--- config.mk ---
export PLATFORM = sky130hd
export DESIGN_NAME = inst_buffer_flat
export DESIGN_NICKNAME = d
export VERILOG_FILES = /design/src/rtl/inst_buffer_if.sv /design/src/rtl/inst_buffer.sv /design/src/flat_wrapper.sv
export SDC_FILE = /design/constraint.sdc
export NUM_CORES = 1
export LEC_CHECK = 0
export ABC_AREA = 1
export BUFFER_PORTS_ARGS = -buffer_cell sky130_fd_sc_hd__buf_2
export CORE_UTILIZATION = 50
export DETAILED_ROUTE_END_ITERATION = 8
export PLACE_DENSITY = 0.73
export SETUP_SLACK_MARGIN = 0.1
export SYNTH_ARGS = -nofsm -noshare
export SYNTH_HDL_FRONTEND = slang
export SYNTH_SLANG_ARGS = --single-unit
--- constraint.sdc ---
create_clock -name aclk -period 6.2 [get_ports aclk]
set_clock_uncertainty 0.15 [all_clocks]
set_input_delay 0.62 -clock aclk [delete_from_list [all_inputs] [get_ports aclk]]
set_output_delay 0.62 -clock aclk [all_outputs]
set_load 0.005 [all_outputs]
--- src/rtl/inst_buffer_if.sv ---
`default_nettype none
// ============================================================================
//  Module      : inst_buffer_if
//  Description : Fetch-side push and decode-side pop signals of the
//                instruction buffer, plus its status outputs.
//  Revision    : 1.0  initial release
// ============================================================================
interface inst_buffer_if;
  logic        flush;
  logic        if_valid;
  logic [31:0] if_pc;
  logic [31:0] if_inst;
  logic        if_excp;
  logic        id_ready;
  logic        id_valid;
  logic [31:0] id_pc;
  logic [31:0] id_inst;
  logic        id_excp;
  logic        ibuffer_full;
  logic        overflow_err;
  logic [31:0] starve_count;

  // Fetch/decode/control side that drives the buffer
  modport master (
    output flush, if_valid, if_pc, if_inst, if_excp, id_ready,
    input  id_valid, id_pc, id_inst, id_excp, ibuffer_full, overflow_err, starve_count
  );

  // The instruction buffer itself
  modport slave (
    input  flush, if_valid, if_pc, if_inst, if_excp, id_ready,
    output id_valid, id_pc, id_inst, id_excp, ibuffer_full, overflow_err, starve_count
  );
endinterface
`default_nettype wire

--- src/rtl/inst_buffer.sv ---
`default_nettype none
// ============================================================================
//  Module      : inst_buffer
//  Description : FIFO of fetched {pc, inst, excp} entries between fetch and
//                decode, with almost-full back-pressure, sticky overflow flag,
//                flush and fetch-starvation counter.
//  Revision    : 1.0  initial release
// ============================================================================
module inst_buffer #(
  parameter int DEPTH = 8,
  parameter int SLACK = 2
) (
  input  logic         aclk,
  input  logic         aresetn,
  inst_buffer_if.slave bus
);

  localparam int c_PTR_W = $clog2(DEPTH);
  localparam int c_CNT_W = c_PTR_W + 1;
  localparam logic [c_CNT_W-1:0] c_DEPTH   = c_CNT_W'(DEPTH);
  localparam logic [c_CNT_W-1:0] c_FULL_TH = c_CNT_W'(DEPTH - SLACK);

  // Entry layout: {excp, inst[31:0], pc[31:0]}
  logic [64:0]        r_mem [DEPTH];
  logic [c_PTR_W-1:0] r_wr_ptr;
  logic [c_PTR_W-1:0] r_rd_ptr;
  logic [c_CNT_W-1:0] r_count;
  logic               r_overflow;
  logic [31:0]        r_starve;

  logic               w_id_valid;
  logic               w_at_depth;
  logic               w_pop;
  logic               w_push;
  logic               w_drop;
  logic [64:0]        w_head;

  assign w_id_valid = (r_count != '0);
  assign w_at_depth = (r_count == c_DEPTH);
  assign w_pop      = w_id_valid && bus.id_ready;
  // A full buffer still accepts a push when the head leaves in the same cycle
  assign w_push     = bus.if_valid && (!w_at_depth || w_pop);
  assign w_drop     = bus.if_valid && w_at_depth && !w_pop;
  assign w_head     = r_mem[r_rd_ptr];

  // Pointer and occupancy bookkeeping; flush overrides any push/pop
  always_ff @(posedge aclk or negedge aresetn) begin
    if (!aresetn) begin
      r_wr_ptr <= '0;
      r_rd_ptr <= '0;
      r_count  <= '0;
    end else if (bus.flush) begin
      r_wr_ptr <= '0;
      r_rd_ptr <= '0;
      r_count  <= '0;
    end else begin
      if (w_push) r_wr_ptr <= r_wr_ptr + 1'b1;
      if (w_pop)  r_rd_ptr <= r_rd_ptr + 1'b1;
      case ({w_push, w_pop})
        2'b10:   r_count <= r_count + 1'b1;
        2'b01:   r_count <= r_count - 1'b1;
        default: r_count <= r_count;
      endcase
    end
  end

  // Entry storage; not reset and not cleared on flush (pointers make it dead)
  always_ff @(posedge aclk) begin
    if (w_push && !bus.flush) begin
      r_mem[r_wr_ptr] <= {bus.if_excp, bus.if_inst, bus.if_pc};
    end
  end

  // Sticky record that a fetched instruction was lost
  always_ff @(posedge aclk or negedge aresetn) begin
    if (!aresetn) begin
      r_overflow <= 1'b0;
    end else if (bus.flush) begin
      r_overflow <= 1'b0;
    end else if (w_drop) begin
      r_overflow <= 1'b1;
    end
  end

  // Cycles the decoder waited on an empty buffer; survives flush, wraps
  always_ff @(posedge aclk or negedge aresetn) begin
    if (!aresetn) begin
      r_starve <= '0;
    end else if (bus.id_ready && !w_id_valid && !bus.flush) begin
      r_starve <= r_starve + 32'd1;
    end
  end

  assign bus.id_valid     = w_id_valid;
  assign bus.id_pc        = w_head[31:0];
  assign bus.id_inst      = w_head[63:32];
  assign bus.id_excp      = w_head[64];
  // Raised early enough that responses already in flight still find room
  assign bus.ibuffer_full = (r_count >= c_FULL_TH);
  assign bus.overflow_err = r_overflow;
  assign bus.starve_count = r_starve;

endmodule
`default_nettype wire
--- src/flat_wrapper.sv ---
// flat-port wrapper written by rule: the top's interface ports become plain ports
module inst_buffer_flat 
#(
  parameter int DEPTH = 8,
  parameter int SLACK = 2
)
  (aclk, aresetn, bus_flush, bus_if_valid, bus_if_pc, bus_if_inst, bus_if_excp, bus_id_ready, bus_id_valid, bus_id_pc, bus_id_inst, bus_id_excp, bus_ibuffer_full, bus_overflow_err, bus_starve_count);
  inst_buffer_if bus_i ();
  input  logic aclk;
  input  logic aresetn;
  input wire logic [$bits(bus_i.flush)-1:0] bus_flush;
  input wire logic [$bits(bus_i.if_valid)-1:0] bus_if_valid;
  input wire logic [$bits(bus_i.if_pc)-1:0] bus_if_pc;
  input wire logic [$bits(bus_i.if_inst)-1:0] bus_if_inst;
  input wire logic [$bits(bus_i.if_excp)-1:0] bus_if_excp;
  input wire logic [$bits(bus_i.id_ready)-1:0] bus_id_ready;
  output wire logic [$bits(bus_i.id_valid)-1:0] bus_id_valid;
  output wire logic [$bits(bus_i.id_pc)-1:0] bus_id_pc;
  output wire logic [$bits(bus_i.id_inst)-1:0] bus_id_inst;
  output wire logic [$bits(bus_i.id_excp)-1:0] bus_id_excp;
  output wire logic [$bits(bus_i.ibuffer_full)-1:0] bus_ibuffer_full;
  output wire logic [$bits(bus_i.overflow_err)-1:0] bus_overflow_err;
  output wire logic [$bits(bus_i.starve_count)-1:0] bus_starve_count;
  assign bus_i.flush = bus_flush;
  assign bus_i.if_valid = bus_if_valid;
  assign bus_i.if_pc = bus_if_pc;
  assign bus_i.if_inst = bus_if_inst;
  assign bus_i.if_excp = bus_if_excp;
  assign bus_i.id_ready = bus_id_ready;
  assign bus_id_valid = bus_i.id_valid;
  assign bus_id_pc = bus_i.id_pc;
  assign bus_id_inst = bus_i.id_inst;
  assign bus_id_excp = bus_i.id_excp;
  assign bus_ibuffer_full = bus_i.ibuffer_full;
  assign bus_overflow_err = bus_i.overflow_err;
  assign bus_starve_count = bus_i.starve_count;
  inst_buffer #(.DEPTH(DEPTH), .SLACK(SLACK)) u_core (.aclk(aclk), .aresetn(aresetn), .bus(bus_i));
endmodule
==> flow_metrics.env, run 1 <==
export IMPL_clockRootBuffer="clkbuf_16"
export IMPL_finalSetupTns_ns=0
export IMPL_synthCells=1839
export IMPL_clock_tree_htree_level_count=2
export IMPL_power_density_nw_per_um2=374
export IMPL_synthFlopType="edfxtp_1"
export IMPL_ys_warn_count=0
export IMPL_worstSkewPairLatency_ns=0.62
export IMPL_finalWirelength_mm=50.8
export IMPL_nFillCells=3421
export IMPL_finalCritPeriodShare=0.742
export IMPL_io_buffers=169
export IMPL_synth_distinct_cells=32
export IMPL_synth_area_sq_um=22800
export IMPL_place_congestion=0.911
export IMPL_cts_setup_buffers=0
export IMPL_maxCapViolCount=0
export IMPL_synthToLayoutAreaGrowth_pct=13.9
export IMPL_drive_above_1_share=0.147
export IMPL_leakage_nw=9.30
export IMPL_finalHoldViolations=0
export IMPL_synthXorXnorAreaFrac=0.00883
export IMPL_dp_hpwl_mm=28.0
export IMPL_dp_cells=2513
export IMPL_grt_max_degree=263
export IMPL_vias=14902
export IMPL_slew_headroom=-0.0692
export IMPL_yosysTopAreaCellShare=0.685
export IMPL_cts_hold_fix_buffers=0
export IMPL_dieArea_sq_um=46500
export IMPL_cp_startpoint="u_core.r_rd_ptr[0]"
export IMPL_cp_top_family="buffers and inverters"
export IMPL_synth_most_common_cell="edfxtp_1"
export IMPL_synth_adder_area_share=0.00274
export IMPL_cts_sinks=563
export IMPL_io_pins=170
export IMPL_cts_resized=0
export IMPL_dr_pass1_iters=5
export IMPL_die_x_um=216
export IMPL_grt_first_pass_wirelength_mm=79.0
export IMPL_syn_area_per_cell_sq_um=12.4
export IMPL_core_sq_um=44600
export IMPL_status="finished, violations left"
export IMPL_path_buf_inv=3
export IMPL_clkSlewWorstSetupHoldPaths_ns=0.06
export IMPL_violations="slew limit"
export IMPL_slowest_stage="inv_8"
export IMPL_max_freq_mhz=217
export IMPL_cp_max_fo=165
export IMPL_end_kind="output port"
export IMPL_min_period_ns=4.60
export IMPL_rsz0062_at_grt="no"
export IMPL_synth_edf_count=520
export IMPL_grt_pass1_vias=14457
export IMPL_setup_violations_final=0
export IMPL_worstPathArrival_ns=3.83
export IMPL_irDropWorstVdd_mv=0.368
export IMPL_via_per_inst=5.69
export IMPL_cts_made_buffers=57
export IMPL_die_h_um=216
export IMPL_synth_commonest_cells="edfxtp_1, nor2_1, nand2_1"
export IMPL_cp_required_ns=5.43
export IMPL_synth_compound_area_frac=0.0836
export IMPL_route_detailed_drc=0
export IMPL_fin_nets=2055
export IMPL_ys_ff_latch=563
export IMPL_synth_mux_area_frac=0
export IMPL_grtUsageTotal=0.218
export IMPL_clockBufferDepth=3
export IMPL_cpPeakStageDelay_ns=0.83
export IMPL_timing_rr_start="u_core.r_count[0]"
export IMPL_tightestPinTransition_ns=1.60
export IMPL_finalNonFillerCells=2621
export IMPL_antenna_found_initial=5
export IMPL_drtAntennaViolNets=0
export IMPL_path_class="reg -> out"
export IMPL_synth_top_family_by_area="simple AND/OR/NAND/NOR gates"
export IMPL_start_util=0.511
export IMPL_drt_iter0_drc=1749
export IMPL_ys_seq_area_frac=0.732
export IMPL_start_kind="register"
export IMPL_synthSimpleGateAreaFrac=0.140
export IMPL_critPathMostFrequentCell="nand2_1"
export IMPL_final_max_slew_viol_count=114
export IMPL_wl_per_cell_um=19.4
export IMPL_crit_chain="inv_8, buf_4, nor2_1, o32ai_1, nand2_1, nand2_1, buf_2"
export IMPL_overflow=0
export IMPL_min_path_type="in -> async"
export IMPL_syn_nets=1914
export IMPL_yosysTopAreaCell="edfxtp_1"
export IMPL_cts_tree="done"
export IMPL_synth_area_leaders="edfxtp_1, nor2_1, nand2_1"
export IMPL_async_reset_ff_frac=0.0764
export IMPL_rows=77
-- per-layer routing --
layer	wire length, um	track usage	vias up
met3	3530	0.0365	91
li1	-	-	6855
met1	21000	0.290	7363
met4	1320	0.0757	6
met2	24900	0.362	587
met5	39	0	-
-- worst paths after layout --
| check | endpoint | slack (ns) | cells after the start |
|---|---|---|---|
| min reg2reg | u_core.bus.overflow_err | 0.34 | 2 |
| max reg2reg | u_core.r_mem[0][2] | 2.78 | 7 |
| max in group asynchronous | u_core.r_rd_ptr[1] | 5.11 | 1 |
| min | u_core.r_count[1] | 0.04 | 1 |
| max | bus_id_inst[11] | 1.60 | 7 |
| min in group aclk | u_core.r_mem[7][28] | 0.11 | 1 |
-- cell families after synthesis --
family,count (synthesis)
and+or+nand+nor,814
AOI/OAI and AO/OA,283
xor gates and xnor gates,23
DFF,563
adders and majority gates,5
buffers and inverters,151
-- state kept, by name, summed over array words and instances, names as in the netlist --
register                 cells
u_core.r_rd_ptr              3
u_core.r_count               4
u_core.bus.overflow_err      1
u_core.bus.starve_count     32
u_core.r_wr_ptr              3
u_core.r_mem               520
-- power by group --
group / leakage [nW] / internal [mW] / switching (mW)
clock network: 0.930 / 2.09 / 1.42
registers: 5.26 / 4.27 / 0.130
logic: 3.11 / 0.632 / 1.17
total: 9.30 / 6.99 / 2.72
-- layout by cell type, fill, tap and decap left out, types with 2 or more instances in the layout --
cell type,n
edfxtp_1,520
nor2_1,433
nand2_1,319
buf_2,169
o21ai_0,145
o32ai_1,130
clkbuf_16,58
inv_1,44
dfrtp_1,40
xor2_1,20
nand3_1,17
clkinv_1,15
buf_4,15
nor3_1,11
clkbuf_1,10
nor2_4,9
bufinv_16,9
clkinv_2,7
nand4_1,6
nor2_2,5
a21oi_1,5
ha_1,5
nand2_2,4
nor3_2,4
inv_2,3
nand3b_1,3
xnor2_1,3
inv_6,3
clkinvlp_4,3
diode_2,2
o21ai_1,2
dfrtp_4,2
-- cell type report --
class / instances / area (sq um) / share of cell area
clock buffer: 68 / 1490 / 0.0573
antenna: 2 / 5.00 / 0.000193
inverter: 48 / 188 / 0.00723
clock inverter: 38 / 440 / 0.0170
timing repair buffer: 185 / 978 / 0.0377
tap: 592 / 741 / 0.0285
sequential: 563 / 16700 / 0.643
multi-input combinational: 1125 / 5430 / 0.209
-- per-stage QoR --
stage	hold slack, ns	cell area (sq um)	setup WS, ns	util	power [mW]
finish	0.0363	26000	1.60	0.582	9.72
global route	0.110	26000	1.41	0.582	10.1
CTS	0.0602	26000	1.60	0.582	9.78
detailed placement	0.336	24000	2.31	0.539	6.27
global placement	0.325	24000	2.44	0.539	6.22
floorplan	0.174	22800	1.73	-	5.68
(Power assumes the default switching activity.)
==> inputs of run 2 (changes only) <==
PLACE_DENSITY = 0.76   (was 0.73)
clock period = 4 ns   (was 6.2 ns; I/O delays follow)
==> run 2 against run 1 <==
  * The run now ends clean
  * Critical path type unchanged
  * Largest power group unchanged
  * Highest routed layer is now met4
  * Die area unchanged
  * Hold slack better by 0.31 ns
  * Worst setup slack worse by 1.1 ns
  * Total power up 54%
  * Sequential cell count unchanged
==> flow_metrics.env, run 2 (synthesized netlist as in run 1, its figures left out) <==
export IMPL_drt_iter0_drc=1493
export IMPL_setup_ws_ns=0.501
export IMPL_cp_top_family="flip-flops"
export IMPL_cpPeakStageDelay_ns=0.99
export IMPL_min_path_type="reg -> reg"
export IMPL_io_pins=170
export IMPL_finalWirelength_mm=52.2
export IMPL_synthToLayoutAreaGrowth_pct=17.5
export IMPL_dp_cells=2522
export IMPL_final_max_slew_viol_count=0
export IMPL_drive_above_1_share=0.145
export IMPL_tightestPinTransition_ns=1.05
export IMPL_final_common_cell="edfxtp_1"
export IMPL_worstPathArrival_ns=2.95
export IMPL_core_sq_um=44600
export IMPL_max_freq_mhz=286
export IMPL_finalHoldViolations=0
export IMPL_start_kind="register"
export IMPL_cts_sinks=563
export IMPL_power_density_nw_per_um2=559
export IMPL_die_x_um=216
export IMPL_clockBufferDepth=3
export IMPL_via_per_inst=5.62
export IMPL_end_kind="output port"
export IMPL_setup_violations_final=0
export IMPL_grt_max_degree=184
export IMPL_seq_area_sq_um=16700
export IMPL_dieArea_sq_um=46500
export IMPL_slew_headroom=0.302
export IMPL_start_util=0.511
export IMPL_largest_register="u_core.r_mem"
export IMPL_path_buf_inv=2
export IMPL_finalNonFillerCells=2700
export IMPL_antenna_found_initial=3
export IMPL_die_h_um=216
export IMPL_maxCapViolCount=0
export IMPL_place_congestion=0.886
export IMPL_overflow=0
export IMPL_vias=15161
export IMPL_cp_required_ns=3.45
export IMPL_largest_reg_flops=520
export IMPL_grt_first_pass_wirelength_mm=81.6
export IMPL_route_detailed_drc=0
export IMPL_cts_tree="done"
export IMPL_path_class="reg -> out"
export IMPL_min_period_ns=3.50
export IMPL_rows=77
export IMPL_rsz0062_at_grt="no"
export IMPL_holdWs_ns=0.351
export IMPL_slowest_stage="dfrtp_4"
export IMPL_clock_tree_htree_level_count=2
export IMPL_cts_made_buffers=56
export IMPL_leakage_nw=9.65
export IMPL_wl_per_cell_um=19.3
export IMPL_layout_common_cells="edfxtp_1, nor2_1, nand2_1"
export IMPL_cp_max_fo=87
export IMPL_clkSlewWorstSetupHoldPaths_ns=0.06
export IMPL_worstSkewPairLatency_ns=0.60
export IMPL_grtUsageTotal=0.224
export IMPL_post_place_ws_ns=1.20
export IMPL_fin_nets=2132
export IMPL_dp_hpwl_mm=27.2
export IMPL_io_buffers=169
export IMPL_grt_pass1_vias=15083
export IMPL_crit_chain="buf_4, o21ai_0, o32ai_1, nand2_1, nand2_1, buf_2"
export IMPL_finalCritPeriodShare=0.875
export IMPL_nFillCells=3393
export IMPL_irDropWorstVdd_mv=0.399
export IMPL_dr_pass1_iters=5
export IMPL_status="finished, final reports clean"
export IMPL_multi_input_area_sq_um=5430
export IMPL_critPathMostFrequentCell="nand2_1"
export IMPL_clockRootBuffer="clkbuf_16"
export IMPL_drtAntennaViolNets=0
==> run 2: layer usage <==
layer	wire length, um	up-vias	track usage
met5	0	-	0
met4	1390	0	0.0818
met3	3760	97	0.0440
met2	25300	579	0.365
met1	21700	7464	0.300
li1	-	7021	-
==> run 2: area by class of cell <==
class / instances / share of cell area
Antenna cell: 3 / 0.000280
Clock buffer: 70 / 0.0542
Clock inverter: 36 / 0.0152
Inverter: 48 / 0.00700
Multi-Input combinational cell: 1125 / 0.203
Sequential cell: 563 / 0.623
Tap cell: 592 / 0.0276
Timing Repair Buffer: 263 / 0.0699
==> run 2: report_power, final <==
group          internal [mW]  switching, mW  total (mW)
Clock                   3.05           2.22        5.27
Combinational           1.06           1.85        2.92
Sequential              6.62          0.175        6.80
Total                   10.7           4.25        15.0
==> run 2: worst paths after layout <==
check,startpoint,endpoint,slack (ns),depth (start not counted)
max reg2reg,u_core.r_count[0],u_core.r_mem[6][8],1.38,7
max in group asynchronous,aresetn,u_core.r_rd_ptr[1],2.59,2
min in group asynchronous,aresetn,u_core.bus.starve_count[13],0.36,2
max,u_core.r_rd_ptr[1],bus_id_inst[1],0.50,6
min reg2reg,u_core.bus.overflow_err,u_core.bus.overflow_err,0.35,2
min,u_core.bus.overflow_err,u_core.bus.overflow_err,0.35,2
==> run 2: through the flow <==
stage	total power [mW]	utilization	cell area, sq um	TNS, ns
floorplan	8.80	-	22800	-154.88
global placement	9.66	0.543	24200	0
detailed placement	9.76	0.543	24200	0
CTS	15.1	0.601	26800	0
global route	15.6	0.601	26800	0
finish	15.0	0.601	26800	0
==> run 2: worst reg2reg max path, delay by kind of cell, from the launching register on <==
family / cells / cell delay, ns
AND/OR/NAND/NOR: 6 / 1.26
buffers and inverters: 1 / 0.43
flip-flops: 1 / 0.42
==> run 2: repair_timing <==
action,CTS,global route
hold buffers,69,0
resized for setup,0,0
setup endpoints to repair,0,0
endpoints found under the hold margin,567,0
setup buffers,0,0
==> inputs of run 3 (changes only) <==
CTS_BUF_LIST = sky130_fd_sc_hd__clkbuf_4 sky130_fd_sc_hd__clkbuf_8   (was not set)
==> run 3 against run 2 <==
  * Register-to-register slack got worse by 0.09 ns
  * Routed wire length shrank 0.27%
  * Global-route usage is 0.095 points higher
  * Final cell count is 2.4% higher
  * Die area did not move
  * Combinational power barely moved
  * Sequential power hardly changed
  * Hold slack worse by 0.044 ns
  * Clock-buffer cell count grew 56
  * Fmax fell by 1.3%
  * Sequential share of layout area hardly changed
  * Clock power fell by 5.3%
==> flow_metrics.env, run 3 (synthesized netlist as in run 1, its figures left out) <==
export IMPL_cts_resized=0
export IMPL_start_kind="register"
export IMPL_via_per_inst=5.53
export IMPL_setup_violations_final=0
export IMPL_status="finished, final reports clean"
export IMPL_grtUsageTotal=0.225
export IMPL_grt_max_degree=184
export IMPL_route_detailed_drc=0
export IMPL_drtAntennaViolNets=0
export IMPL_cp_max_fo=87
export IMPL_critPathMostFrequentCell="nand2_1"
export IMPL_io_pins=170
export IMPL_vias=15289
export IMPL_layout_common_cells="edfxtp_1, nor2_1, nand2_1"
export IMPL_maxCapViolCount=0
export IMPL_multi_input_area_sq_um=5430
export IMPL_slowest_stage="dfrtp_4"
export IMPL_holdWs_ns=0.307
export IMPL_placed_area_sq_um=24200
export IMPL_finalNonFillerCells=2764
export IMPL_clkSlewWorstSetupHoldPaths_ns=0.06
export IMPL_finalWirelength_mm=52.0
export IMPL_rsz0062_at_grt="no"
export IMPL_cpPeakStageDelay_ns=0.99
export IMPL_clockBufferDepth=3
export IMPL_cts_hold_fix_buffers=70
export IMPL_irDropWorstVdd_mv=0.325
export IMPL_finalCritPeriodShare=0.886
export IMPL_post_place_ws_ns=1.20
export IMPL_seq_area_sq_um=16700
export IMPL_largest_reg_flops=520
export IMPL_slew_headroom=0.311
export IMPL_largest_register="u_core.r_mem"
export IMPL_final_max_slew_viol_count=0
export IMPL_cts_made_buffers=92
export IMPL_die_h_um=216
export IMPL_cts_sinks=563
export IMPL_wl_per_cell_um=18.8
export IMPL_nFillCells=3430
export IMPL_cts_tree="done"
export IMPL_dr_pass1_iters=5
export IMPL_path_class="reg -> out"
export IMPL_cp_required_ns=3.45
export IMPL_grt_first_pass_wirelength_mm=81.7
export IMPL_crit_chain="buf_4, o21ai_0, o32ai_1, nand2_1, nand2_1, buf_2"
export IMPL_drt_iter0_drc=1528
export IMPL_final_common_cell="edfxtp_1"
export IMPL_worstPathArrival_ns=3.00
export IMPL_clock_tree_htree_level_count=3
export IMPL_drive_above_1_share=0.172
export IMPL_end_kind="output port"
export IMPL_stdcell_area_sq_um=26800
export IMPL_power_density_nw_per_um2=548
export IMPL_min_period_ns=3.55
export IMPL_place_congestion=0.886
export IMPL_dp_cells=2522
export IMPL_synthToLayoutAreaGrowth_pct=17.5
export IMPL_dp_hpwl_mm=27.2
export IMPL_rows=77
export IMPL_worstSkewPairLatency_ns=0.67
export IMPL_leakage_nw=9.73
export IMPL_cts_setup_buffers=0
export IMPL_clockRootBuffer="clkbuf_8"
export IMPL_antenna_found_initial=3
export IMPL_max_freq_mhz=282
export IMPL_setup_ws_ns=0.454
export IMPL_io_buffers=169
export IMPL_die_x_um=216
export IMPL_grt_pass1_vias=15347
export IMPL_dieArea_sq_um=46500
export IMPL_tightestPinTransition_ns=1.03
export IMPL_min_path_type="in -> async"
export IMPL_fin_nets=2169
export IMPL_finalHoldViolations=0
export IMPL_start_util=0.511
export IMPL_core_sq_um=44600
export IMPL_overflow=0
## run 3: cell count changes in the layout (fill, tap and decap cells not counted), sizes merged
cell / change
bufinv: -4
clkbuf: +56
clkinv: +8
clkinvlp: +1
dlygate4sd3: +1
inv: +2
## run 3: through the flow
stage	setup TNS (ns)	utilization	power (mW)
2_1_floorplan	-154.88	-	8.80
3_3_place_gp	0	0.543	9.66
3_5_place_dp	0	0.543	9.76
4_1_cts	0	0.601	14.8
5_1_grt	0	0.601	15.4
6_report	0	0.601	14.7
## run 3: routing by layer
metal  routed length [um]  vias to the layer above  global-route usage
li1                     -                     7104                   -
met1                21900                     7488               0.298
met2                25200                      602               0.362
met3                 3550                       95              0.0441
met4                 1350                        0              0.0983
met5                    0                        -                   0
## run 3: path summary, 6_finish.rpt
kind                                                to  depth (start not counted)                    start  slack (ns)
max in group asynchronous           u_core.r_rd_ptr[0]                          2                  aresetn        2.65
max reg2reg                         u_core.r_rd_ptr[1]                          5       u_core.r_rd_ptr[1]        1.29
min reg2reg                    u_core.bus.overflow_err                          2  u_core.bus.overflow_err        0.35
min in group aclk              u_core.bus.overflow_err                          2  u_core.bus.overflow_err        0.35
min                        u_core.bus.starve_count[13]                          2                  aresetn        0.31
max                                     bus_id_inst[1]                          6       u_core.r_rd_ptr[1]        0.45
## run 3: cell type report
| cell class | count | area share |
|---|---|---|
| Tap cell | 592 | 0.0276 |
| Multi-Input combinational cell | 1125 | 0.203 |
| Timing Repair Buffer | 264 | 0.0703 |
| Inverter | 48 | 0.00700 |
| Clock buffer | 126 | 0.0572 |
| Antenna cell | 3 | 0.000280 |
| Clock inverter | 43 | 0.0118 |
| Sequential cell | 563 | 0.623 |
## run 3: power breakdown
| part | total (mW) | internal [mW] | leakage, nW | switching [mW] |
|---|---|---|---|---|
| clock | 4.99 | 2.71 | 0.980 | 2.28 |
| combinational | 2.91 | 1.07 | 3.49 | 1.84 |
| sequential | 6.80 | 6.62 | 5.26 | 0.174 |
| total | 14.7 | 10.4 | 9.73 | 4.30 |
## run 3: worst max-delay path, delay by kind of cell, from the launching register on
family / cells / cell delay [ns]
AND/OR/NAND/NOR: 2 / 0.23
flip-flops: 1 / 0.99
AO/OA/AOI/OAI: 2 / 0.37
buffers and inverters: 2 / 0.65
